--- src/rtl/piano_keypad_poly_pkg.sv ---
// Shared note/keycode encoding for the polyphonic keypad decoder.
// Note values: rest=0, C=1 .. B=12; keycodes map a keypad matrix index to a note.
package piano_pkg;

  localparam int IDX_W = 3;

  localparam logic [3:0] REST     = 4'd0;
  localparam logic [3:0] NOTE_C   = 4'd1;
  localparam logic [3:0] NOTE_CS  = 4'd2;
  localparam logic [3:0] NOTE_D   = 4'd3;
  localparam logic [3:0] NOTE_DS  = 4'd4;
  localparam logic [3:0] NOTE_E   = 4'd5;
  localparam logic [3:0] NOTE_F   = 4'd6;
  localparam logic [3:0] NOTE_FS  = 4'd7;
  localparam logic [3:0] NOTE_G   = 4'd8;
  localparam logic [3:0] NOTE_GS  = 4'd9;
  localparam logic [3:0] NOTE_A   = 4'd10;
  localparam logic [3:0] NOTE_AS  = 4'd11;
  localparam logic [3:0] NOTE_B   = 4'd12;

  localparam logic [15:0] KEY_C      = 16'd4;
  localparam logic [15:0] KEY_CS     = 16'd8;
  localparam logic [15:0] KEY_D      = 16'd5;
  localparam logic [15:0] KEY_DS     = 16'd9;
  localparam logic [15:0] KEY_E      = 16'd6;
  localparam logic [15:0] KEY_F      = 16'd7;
  localparam logic [15:0] KEY_FS     = 16'd11;
  localparam logic [15:0] KEY_G      = 16'd12;
  localparam logic [15:0] KEY_GS     = 16'd16;
  localparam logic [15:0] KEY_A      = 16'd13;
  localparam logic [15:0] KEY_AS     = 16'd17;
  localparam logic [15:0] KEY_B      = 16'd14;
  localparam logic [15:0] KEY_OCT_UP = 16'd15;
  localparam logic [15:0] KEY_OCT_DN = 16'd19;

  // Returns {valid, note}; valid=0 for octave keys and unmapped codes.
  function automatic logic [4:0] keycode_to_note(input logic [15:0] code);
    case (code)
      KEY_C:   return {1'b1, NOTE_C};
      KEY_CS:  return {1'b1, NOTE_CS};
      KEY_D:   return {1'b1, NOTE_D};
      KEY_DS:  return {1'b1, NOTE_DS};
      KEY_E:   return {1'b1, NOTE_E};
      KEY_F:   return {1'b1, NOTE_F};
      KEY_FS:  return {1'b1, NOTE_FS};
      KEY_G:   return {1'b1, NOTE_G};
      KEY_GS:  return {1'b1, NOTE_GS};
      KEY_A:   return {1'b1, NOTE_A};
      KEY_AS:  return {1'b1, NOTE_AS};
      KEY_B:   return {1'b1, NOTE_B};
      default: return {1'b0, REST};
    endcase
  endfunction

endpackage

--- src/rtl/piano_keypad_poly_voice_alloc.sv ---
// Combinational voice search: gated voice holding target note, and lowest ungated voice.
// Zero latency, no flow control; lowest index wins both searches.
module voice_alloc
  import piano_pkg::*;
#(
  parameter int VOICES = 4
) (
  input  logic [VOICES-1:0]   gate,
  input  logic [4*VOICES-1:0] note,
  input  logic [3:0]          target,
  output logic                match_hit,
  output logic [IDX_W-1:0]    match_idx,
  output logic                free_any,
  output logic [IDX_W-1:0]    free_idx
);

  always_comb begin
    match_hit = 1'b0;
    match_idx = '0;
    free_any  = 1'b0;
    free_idx  = '0;
    // Scan downwards so the last assignment is the lowest index.
    for (int i = VOICES - 1; i >= 0; i--) begin
      if (gate[i] && (note[4*i +: 4] == target)) begin
        match_hit = 1'b1;
        match_idx = IDX_W'(i);
      end
      if (!gate[i]) begin
        free_any = 1'b1;
        free_idx = IDX_W'(i);
      end
    end
  end

endmodule

--- src/rtl/piano_keypad_poly.sv ---
// Polyphonic keypad decoder: key events -> VOICES note/octave/gate channels, shared octave.
// Outputs registered one cycle after the event; every event is accepted, no back-pressure.
module piano_keypad_poly
  import piano_pkg::*;
#(
  parameter int VOICES   = 4,
  parameter int KEY_W    = 5,
  parameter int OCT_MIN  = 0,
  parameter int OCT_MAX  = 9,
  parameter int OCT_INIT = 4
) (
  input  logic                clk,
  input  logic                rst_n,
  input  logic                key_valid,
  input  logic                key_press,
  input  logic [KEY_W-1:0]    keycode,
  input  logic                all_off,
  output logic [3:0]          octave_cur,
  output logic [4*VOICES-1:0] note,
  output logic [4*VOICES-1:0] octave,
  output logic [VOICES-1:0]   gate,
  output logic                steal
);

  logic [4*VOICES-1:0] note_q, note_d;
  logic [4*VOICES-1:0] octave_q, octave_d;
  logic [VOICES-1:0]   gate_q, gate_d;
  logic [3:0]          octave_cur_q, octave_cur_d;
  logic [IDX_W-1:0]    steal_ptr_q, steal_ptr_d;
  logic                steal_q, steal_d;

  logic [15:0]      key_ext;
  logic [4:0]       key_dec;
  logic             key_is_note;
  logic [3:0]       key_note;
  logic             match_hit, free_any;
  logic [IDX_W-1:0] match_idx, free_idx, tgt_idx;
  logic [4:0]       oct_up;

  assign key_ext     = 16'(keycode);
  assign key_dec     = keycode_to_note(key_ext);
  assign key_is_note = key_dec[4];
  assign key_note    = key_dec[3:0];
  assign oct_up      = {1'b0, octave_cur_q} + 5'd1;

  voice_alloc #(.VOICES(VOICES)) u_alloc (
    .gate      (gate_q),
    .note      (note_q),
    .target    (key_note),
    .match_hit (match_hit),
    .match_idx (match_idx),
    .free_any  (free_any),
    .free_idx  (free_idx)
  );

  always_comb begin
    note_d       = note_q;
    octave_d     = octave_q;
    gate_d       = gate_q;
    octave_cur_d = octave_cur_q;
    steal_ptr_d  = steal_ptr_q;
    steal_d      = 1'b0;
    tgt_idx      = match_hit ? match_idx : (free_any ? free_idx : steal_ptr_q);

    if (all_off) begin
      gate_d = '0;
      note_d = '0;
    end else if (key_valid) begin
      if (key_ext == KEY_OCT_UP) begin
        if (key_press && (oct_up <= 5'(OCT_MAX))) octave_cur_d = oct_up[3:0];
      end else if (key_ext == KEY_OCT_DN) begin
        if (key_press && ({1'b0, octave_cur_q} > 5'(OCT_MIN))) octave_cur_d = octave_cur_q - 4'd1;
      end else if (key_is_note && key_press) begin
        for (int i = 0; i < VOICES; i++) begin
          if (IDX_W'(i) == tgt_idx) begin
            note_d[4*i +: 4]   = key_note;
            octave_d[4*i +: 4] = octave_cur_q;
            gate_d[i]          = 1'b1;
          end
        end
        if (!match_hit && !free_any) begin
          steal_d     = 1'b1;
          steal_ptr_d = (steal_ptr_q == IDX_W'(VOICES - 1)) ? '0 : steal_ptr_q + 1'b1;
        end
      end else if (key_is_note && match_hit) begin
        // Release keeps the voice's octave so a decaying tone stays in pitch.
        for (int i = 0; i < VOICES; i++) begin
          if (IDX_W'(i) == match_idx) begin
            note_d[4*i +: 4] = REST;
            gate_d[i]        = 1'b0;
          end
        end
      end
    end
  end

  always_ff @(posedge clk) begin
    if (!rst_n) begin
      note_q       <= '0;
      octave_q     <= {VOICES{4'(OCT_INIT)}};
      gate_q       <= '0;
      octave_cur_q <= 4'(OCT_INIT);
      steal_ptr_q  <= '0;
      steal_q      <= 1'b0;
    end else begin
      note_q       <= note_d;
      octave_q     <= octave_d;
      gate_q       <= gate_d;
      octave_cur_q <= octave_cur_d;
      steal_ptr_q  <= steal_ptr_d;
      steal_q      <= steal_d;
    end
  end

  assign octave_cur = octave_cur_q;
  assign note       = note_q;
  assign octave     = octave_q;
  assign gate       = gate_q;
  assign steal      = steal_q;

endmodule
--- config.mk ---
export PLATFORM = sky130hd
export DESIGN_NAME = piano_keypad_poly
export DESIGN_NICKNAME = d
export VERILOG_FILES = /design/src/rtl/piano_keypad_poly_pkg.sv /design/src/rtl/piano_keypad_poly_voice_alloc.sv /design/src/rtl/piano_keypad_poly.sv
export SDC_FILE = /design/constraint.sdc
export NUM_CORES = 1
export LEC_CHECK = 0
export ABC_CLOCK_PERIOD_IN_PS = 2700
export BUFFER_PORTS_ARGS = -buffer_cell sky130_fd_sc_hd__buf_2
export CORE_MARGIN = 1
export CORE_UTILIZATION = 37
export CTS_CLUSTER_DIAMETER = 50
export DETAILED_ROUTE_END_ITERATION = 16
export MAX_ROUTING_LAYER = met4
export PLACE_DENSITY = 0.63
export SLEW_MARGIN = 20
export SYNTH_ARGS = -nofsm -noshare
export SYNTH_HDL_FRONTEND = slang
export SYNTH_SLANG_ARGS = --single-unit
--- constraint.sdc ---
create_clock -name clk -period 2.7 [get_ports clk]
set_input_delay 0.27 -clock clk [delete_from_list [all_inputs] [get_ports clk]]
set_output_delay 0.27 -clock clk [all_outputs]
set_load 0.02 [all_outputs]
Yosys cells after proc, flatten, opt, wreduce, memory -nomap -nowiden
Memory sizes are Yosys's and may differ from the RTL's.
Index checks and enable logic that the tools add are counted.
{"block": "word_totals", "ff_bits": 44, "latchBits": 0, "ram_bits": 0, "rom_bits": 160, "in_bits": 10, "mem_count": 1}
{"block": "classes", "n_addsub": 3, "multipliers": 0, "div_mod_pow": 0, "n_lt_le_gt_ge": 2, "n_eq_ne": 18, "n_shift": 0, "muxes": 44, "bitwise": 6, "reduce_logical": 32}
{"name": "(name not given)", "words": 32, "word_bits": 5, "rd": 1, "rd_ports_with_merged_regs": 0, "write_ports": 0, "line": "piano_keypad_poly_pkg.sv:38", "text": "case (code)"}
{"op": "2-to-1 mux 4 bit", "n": 14}
{"op": "AND reduction 6 bit", "n": 9}
{"op": "2-to-1 mux 16 bit", "n": 2}
{"op": "2-to-1 mux 1 bit", "n": 17}
{"op": "== test 4 bit", "n": 4}
{"op": "2-to-1 mux 2 bit", "n": 8}
{"op": "nonzero test 2 bit", "n": 7}
{"op": "== test 2 x 3 -> 1 bit, first input constant", "n": 4}
{"op": "!= test 2 x 1 -> 1 bit, second input constant", "n": 5}
{"op": "logical AND 1 bit", "n": 9}
{"op": "2-to-1 mux 3 bit", "n": 3}
{"op": "== test 1 x 3 -> 1 bit, first input constant", "n": 2}
{"op": "logical NOT 3 bit", "n": 2}
{"op": "NOT 1 bit", "n": 6}
{"op": "OR reduction 6 bit", "n": 1}
{"op": "adder 4 x 1 -> 5 bit, second input constant", "n": 1}
{"op": "== test 5 x 4 -> 1 bit, second input constant", "n": 1}
{"op": "== test 5 bit, second input constant", "n": 1}
{"op": "<= comparator 5 x 4 -> 1 bit, second input constant", "n": 1}
{"op": "AND reduction 5 bit", "n": 1}
{"op": "greater-than comparator 4 x 1 -> 1 bit, second input constant", "n": 1}
{"op": "subtractor 4 x 1 -> 4 bit, second input constant", "n": 1}
{"op": "adder 3 x 1 -> 3 bit, second input constant", "n": 1}
{"op": "== test 3 x 2 -> 1 bit, second input constant", "n": 1}
{"op": "other kinds (2)", "n": 3}

Depth between registers and ports, before layout
An unclocked memory read counts as a cell.
{"block": "logic_depth", "word_depth": 11, "mapped_depth": 11, "depth_no_buf": 10}

Modules after synthesis
From an unflattened synthesis, not the netlist that was laid out.
{"block": "hier_totals", "cells_unflattened": 303, "hier_area_um2": 2722.6}
{"mod": "piano_keypad_poly", "n_inst": 1, "cells_per_inst": 260, "area_each_um2": 2398.6, "seq_area_each_um2": 880.8}
{"mod": "voice_alloc", "n_inst": 1, "cells_per_inst": 43, "area_each_um2": 324.1, "seq_area_each_um2": 0.0}

Least setup slack after synthesis
Ideal clock, no wire load.
{"block": "synth_timing", "path_type": "input to register", "start": "input keycode[2]", "end": "register octave_q[2], in the netlist octave[2]", "setup_time_ns": 0.127, "arrival_time_ns": 2.589, "path_slack_ns": -0.015, "path_stages": 10, "n_path_buf": 2, "path_cell_list": "buf_6 nor4b_4 nor2_1 xnor2_1 or4b_4 o22ai_4 a21oi_2 or3_1 clkbuf_1 mux2i_1"}
{"block": "synth_between", "elab_chain_cells": 10, "word_cells_on_any_way": 25}
{"element": "start: declaration", "line": "piano_keypad_poly.sv:16", "text": "input logic [KEY_W-1:0] keycode,"}
{"element": "memory read (32 x 5 bit)"}
{"element": "== test 4 bit", "line": "piano_keypad_poly_voice_alloc.sv:24", "text": "if (gate[i] && (note[4*i +: 4] == target)) begin"}
{"element": "logical AND 1 bit", "line": "piano_keypad_poly_voice_alloc.sv:24"}
{"element": "2-to-1 mux 2 bit or 2-to-1 mux 1 bit (tied branches) (4 in series)", "line": "piano_keypad_poly_voice_alloc.sv:24"}
{"element": "2-to-1 mux 3 bit", "line": "piano_keypad_poly.sv:63", "text": "tgt_idx = match_hit ? match_idx : (free_any ? free_idx : steal_ptr_q);"}
{"element": "logical NOT 3 bit", "line": "piano_keypad_poly.sv:75", "text": "if (IDX_W'(i) == tgt_idx) begin"}
{"element": "AND reduction 6 bit (no source line) *"}
{"element": "end signal: assignment", "line": "piano_keypad_poly.sv:100", "text": "octave_q <= {VOICES{4'(OCT_INIT)}};"}
{"element": "end signal: assignment", "line": "piano_keypad_poly.sv:107", "text": "octave_q <= octave_d;"}
{"element": "end: declaration", "line": "piano_keypad_poly.sv:26", "text": "logic [4*VOICES-1:0] octave_q, octave_d;"}
Every way passes the cells marked *; elsewhere a longest branch is shown, timed or not.
A chain may end at the register's enable or synchronous reset.

Final worst setup path
{"block": "layout_timing", "start": "input keycode[0]", "end": "register octave_q[8], in the netlist octave[8]"}
{"block": "layout_between", "elab_chain_cells": 10, "word_cells_on_any_way": 25}
{"element": "memory read (32 x 5 bit)"}
{"element": "== test 4 bit", "line": "piano_keypad_poly_voice_alloc.sv:24"}
{"element": "logical AND 1 bit", "line": "piano_keypad_poly_voice_alloc.sv:24"}
{"element": "2-to-1 mux 2 bit or 2-to-1 mux 1 bit (tied branches) (4 in series)", "line": "piano_keypad_poly_voice_alloc.sv:24"}
{"element": "2-to-1 mux 3 bit", "line": "piano_keypad_poly.sv:63"}
{"element": "== test 2 x 3 -> 1 bit", "line": "piano_keypad_poly.sv:75"}
{"element": "AND reduction 6 bit (no source line) *"}
Marked as above.

==> out/metrics.cfg <==
[setup_path]
crit_arrival_ns = 2.77
startpoint = keycode[0]
crit_buf_inv = 4
cp-start-kind = primary input
regToRegStartpoint = note[10]$_SDFFE_PP0P_
r2r_slack_ns = 0.21
critical-path-top-delay-family = compound AO/OA/AOI/OAI gates
worstPathRequired_ns = 2.93
crit_slowest_cell = a211o_2
worstSetupPathType = in -> reg
cp_common_cell = buf_4
critical_path.max_fanout = 5
path_cells = buf_2, inv_1, ha_1, mux2i_2, a211o_2, buf_4, xor2_1, nand4_1, o22ai_4, buf_4, or2_2, a211oi_4, mux2i_1
r2r-end = octave[6]$_SDFFE_PN1P_
crit_path_max_incr_delay_ns = 0.37
crit_end = octave[8]$_SDFFE_PN0P_
cp.depth = 13
end_kind = flop
reg2reg_depth = 9

[synthesis]
synth_top_area_frac = 0.302
synth.area.top_cells = dfxtp_1 30%, mux2i_1 12%, nand2_1 6.3%
synth_edf_count = 0
synthCells = 328
synth_common_cells = 49 x nand2_1, 44 x dfxtp_1, 35 x mux2i_1
yosys_warnings = 0
syn_avg_cell_area_um2 = 8.89
synth.largest_area_cell = dfxtp_1
ys_seq_elements = 44
synthDistinctLibCells = 68
async_reset_ff_frac = 0
synth.most_common_cell = nand2_1
netlist_area_mm2 = 0.00292
ys_seq_area_frac = 0.302
synth_nets = 347
ys.flop_type = dfxtp_1

[power]
powerDensity_mw_per_mm2 = 368
p_int_mw = 1.01
total_power_mw = 1.36
p_leak_nw = 1.52
pwr-share-comb = 0.140
clkPwrFrac = 0.383
swShare = 0.257
pwr-share-seq = 0.477
max-vdd-ir-drop_mv = 0.218
power.switching_uw = 351

[floorplanning]
core_mm2 = 0.00769
dieWidth_um = 90.8
die-height_um = 90.8
start_util = 0.379
pin_count = 51
row_count = 32
dieArea_mm2 = 0.00824

[place]
place.gp.congestion = 0.857
dpl.hpwl_um = 5720
place_area_mm2 = 0.00354
io_buffers = 50
dp.cells = 507

[sta]
fin_skew_ns = 0.0120
period_minus_slack_ns = 2.54
finalSetupViolCount = 0
tightest_slew_ns = 0.461
hold_ws_ns = 0.334
fin_setup_tns_ns = 0
final_max_slew_viol_count = 0
rsz0062_at_grt = false
fin_crit_sh = 0.942
final_hold_viol_count = 0
fmax_ghz = 0.393
relSlewSlack = 0.693

[layout]
fin_area_mm2 = 0.00370
drive_gt1_frac = 0.337
fin_nets = 431
nFillCells = 752
syn2layout_area_growth_pct = 27.0
antennaDiodeCount = 0
stdcell_count = 515

[clock_tree]
insertion_delay_ns = 0.30
clock_path_buffers = 2
numCtsBuffers = 5
cts_tree = yes
htree_levels = 2
root_buffer = clkbuf_8
clkTransAtPathRegs_ns = 0.09
clock_sinks = 44
postCtsSetupBuffers = 0

[global_route]
grt_max_degree = 30
antenna_found_initial = 0
grt_pass1_wl_um = 12500
grtUsageTotal = 0.192
grt_overflow = 0
grt_pass1_vias = 2635

[routing]
drtAntennaViolNets = 0
vias = 2723
drc = 0
dr.pass1.iters = 4
viasPerCell = 5.29
drt-initial-drc-count = 142
wl_per_cell_um = 14.3
wirelength_um = 7380

[hold_path]
hold_path.class = in -> reg

[run]
drv_cap = 0

[outcome]
status = complete, no violations

[registers in the layout, indices dropped and copies added (netlist names)]
name         flops
note            16
steal_ptr_q      3
gate             4
octave          16
steal            1
octave_cur       4
[kinds of logic after synthesis]
family | Yosys count | share of synthesized area
xor+xnor | 12 | 0.0360
buf+inv | 32 | 0.0502
fa+ha+maj | 9 | 0.0386
compound gates | 64 | 0.185
simple gates | 131 | 0.263
mux | 36 | 0.125
flops | 44 | 0.302
[worst min-delay path, stage by stage]
cell and delay, ns:
buf_2 0.10, nand2b_1 0.17, a21oi_1 0.06
[cell type report]
type | instances | area [um^2] | share of cell area
clock inverters | 3 | 46.3 | 0.0125
repair buffers | 94 | 581 | 0.157
flip-flops and latches | 44 | 881 | 0.238
clock buffers | 5 | 68.8 | 0.0186
multi-input cells | 252 | 1940 | 0.525
inverters | 15 | 56.3 | 0.0152
well taps | 102 | 128 | 0.0345
[routing by layer]
metal / global-route usage / up-vias / part of all wire
met5: - / - / 0
met4: 0.0516 / 0 / 0.013
met3: 0.0337 / 12 / 0.049
met2: 0.309 / 80 / 0.47
met1: 0.247 / 1285 / 0.47
li1: - / 1346 / -
[cells in the final DEF (no fill, tap or decap), types with 7 or more instances in the layout]
cell type  count
dfxtp_1       44
nor2b_1       15
xnor2_1        8
o211ai_1       7
ha_1           9
or3_1          9
buf_4         44
nand2_1       49
a21oi_1        8
buf_2         50
inv_1         15
nand4_1        7
nor2_1         7
o21ai_0        9
mux2i_1       35
[per-stage QoR]
stage               setup slack (ns)  utilization
finish                         0.158        0.482
global route                 0.00259        0.482
detailed placement            -0.252        0.460
global placement              -0.243        0.460
floorplan                    0.00689            -
CTS                           0.0857        0.475
[worst min path at each step]
stage / startpoint / endpoint / cells past startpoint
after floorplan: steal_ptr_q[2]$_SDFFE_PN0P_ / steal_ptr_q[2]$_SDFFE_PN0P_ / 2
after global placement: octave[15]$_SDFFE_PN0P_ / octave[15]$_SDFFE_PN0P_ / 2
after detailed placement: octave[15]$_SDFFE_PN0P_ / octave[15]$_SDFFE_PN0P_ / 2
after CTS: all_off / gate[3]$_SDFFE_PP0P_ / 3
after global routing: all_off / gate[0]$_SDFFE_PP0P_ / 3
final: all_off / gate[1]$_SDFFE_PP0P_ / 3
[repair_timing]
| action | in CTS | in global routing |
|---|---|---|
| setup endpoints to repair | 0 | 30 |
| resized for setup | 0 | 10 |
| hold buffers | 0 | 0 |
[power by group through the flow]
stage               clock network (mW)  logic, mW  registers [mW]
CTS                              0.539      0.185           0.650
global placement                     0      0.182           0.666
detailed placement                   0      0.184           0.666
finish                           0.522      0.191           0.650
global route                     0.568      0.206           0.651
floorplan                            0      0.115           0.666
Power figures use the tool's default switching activity.
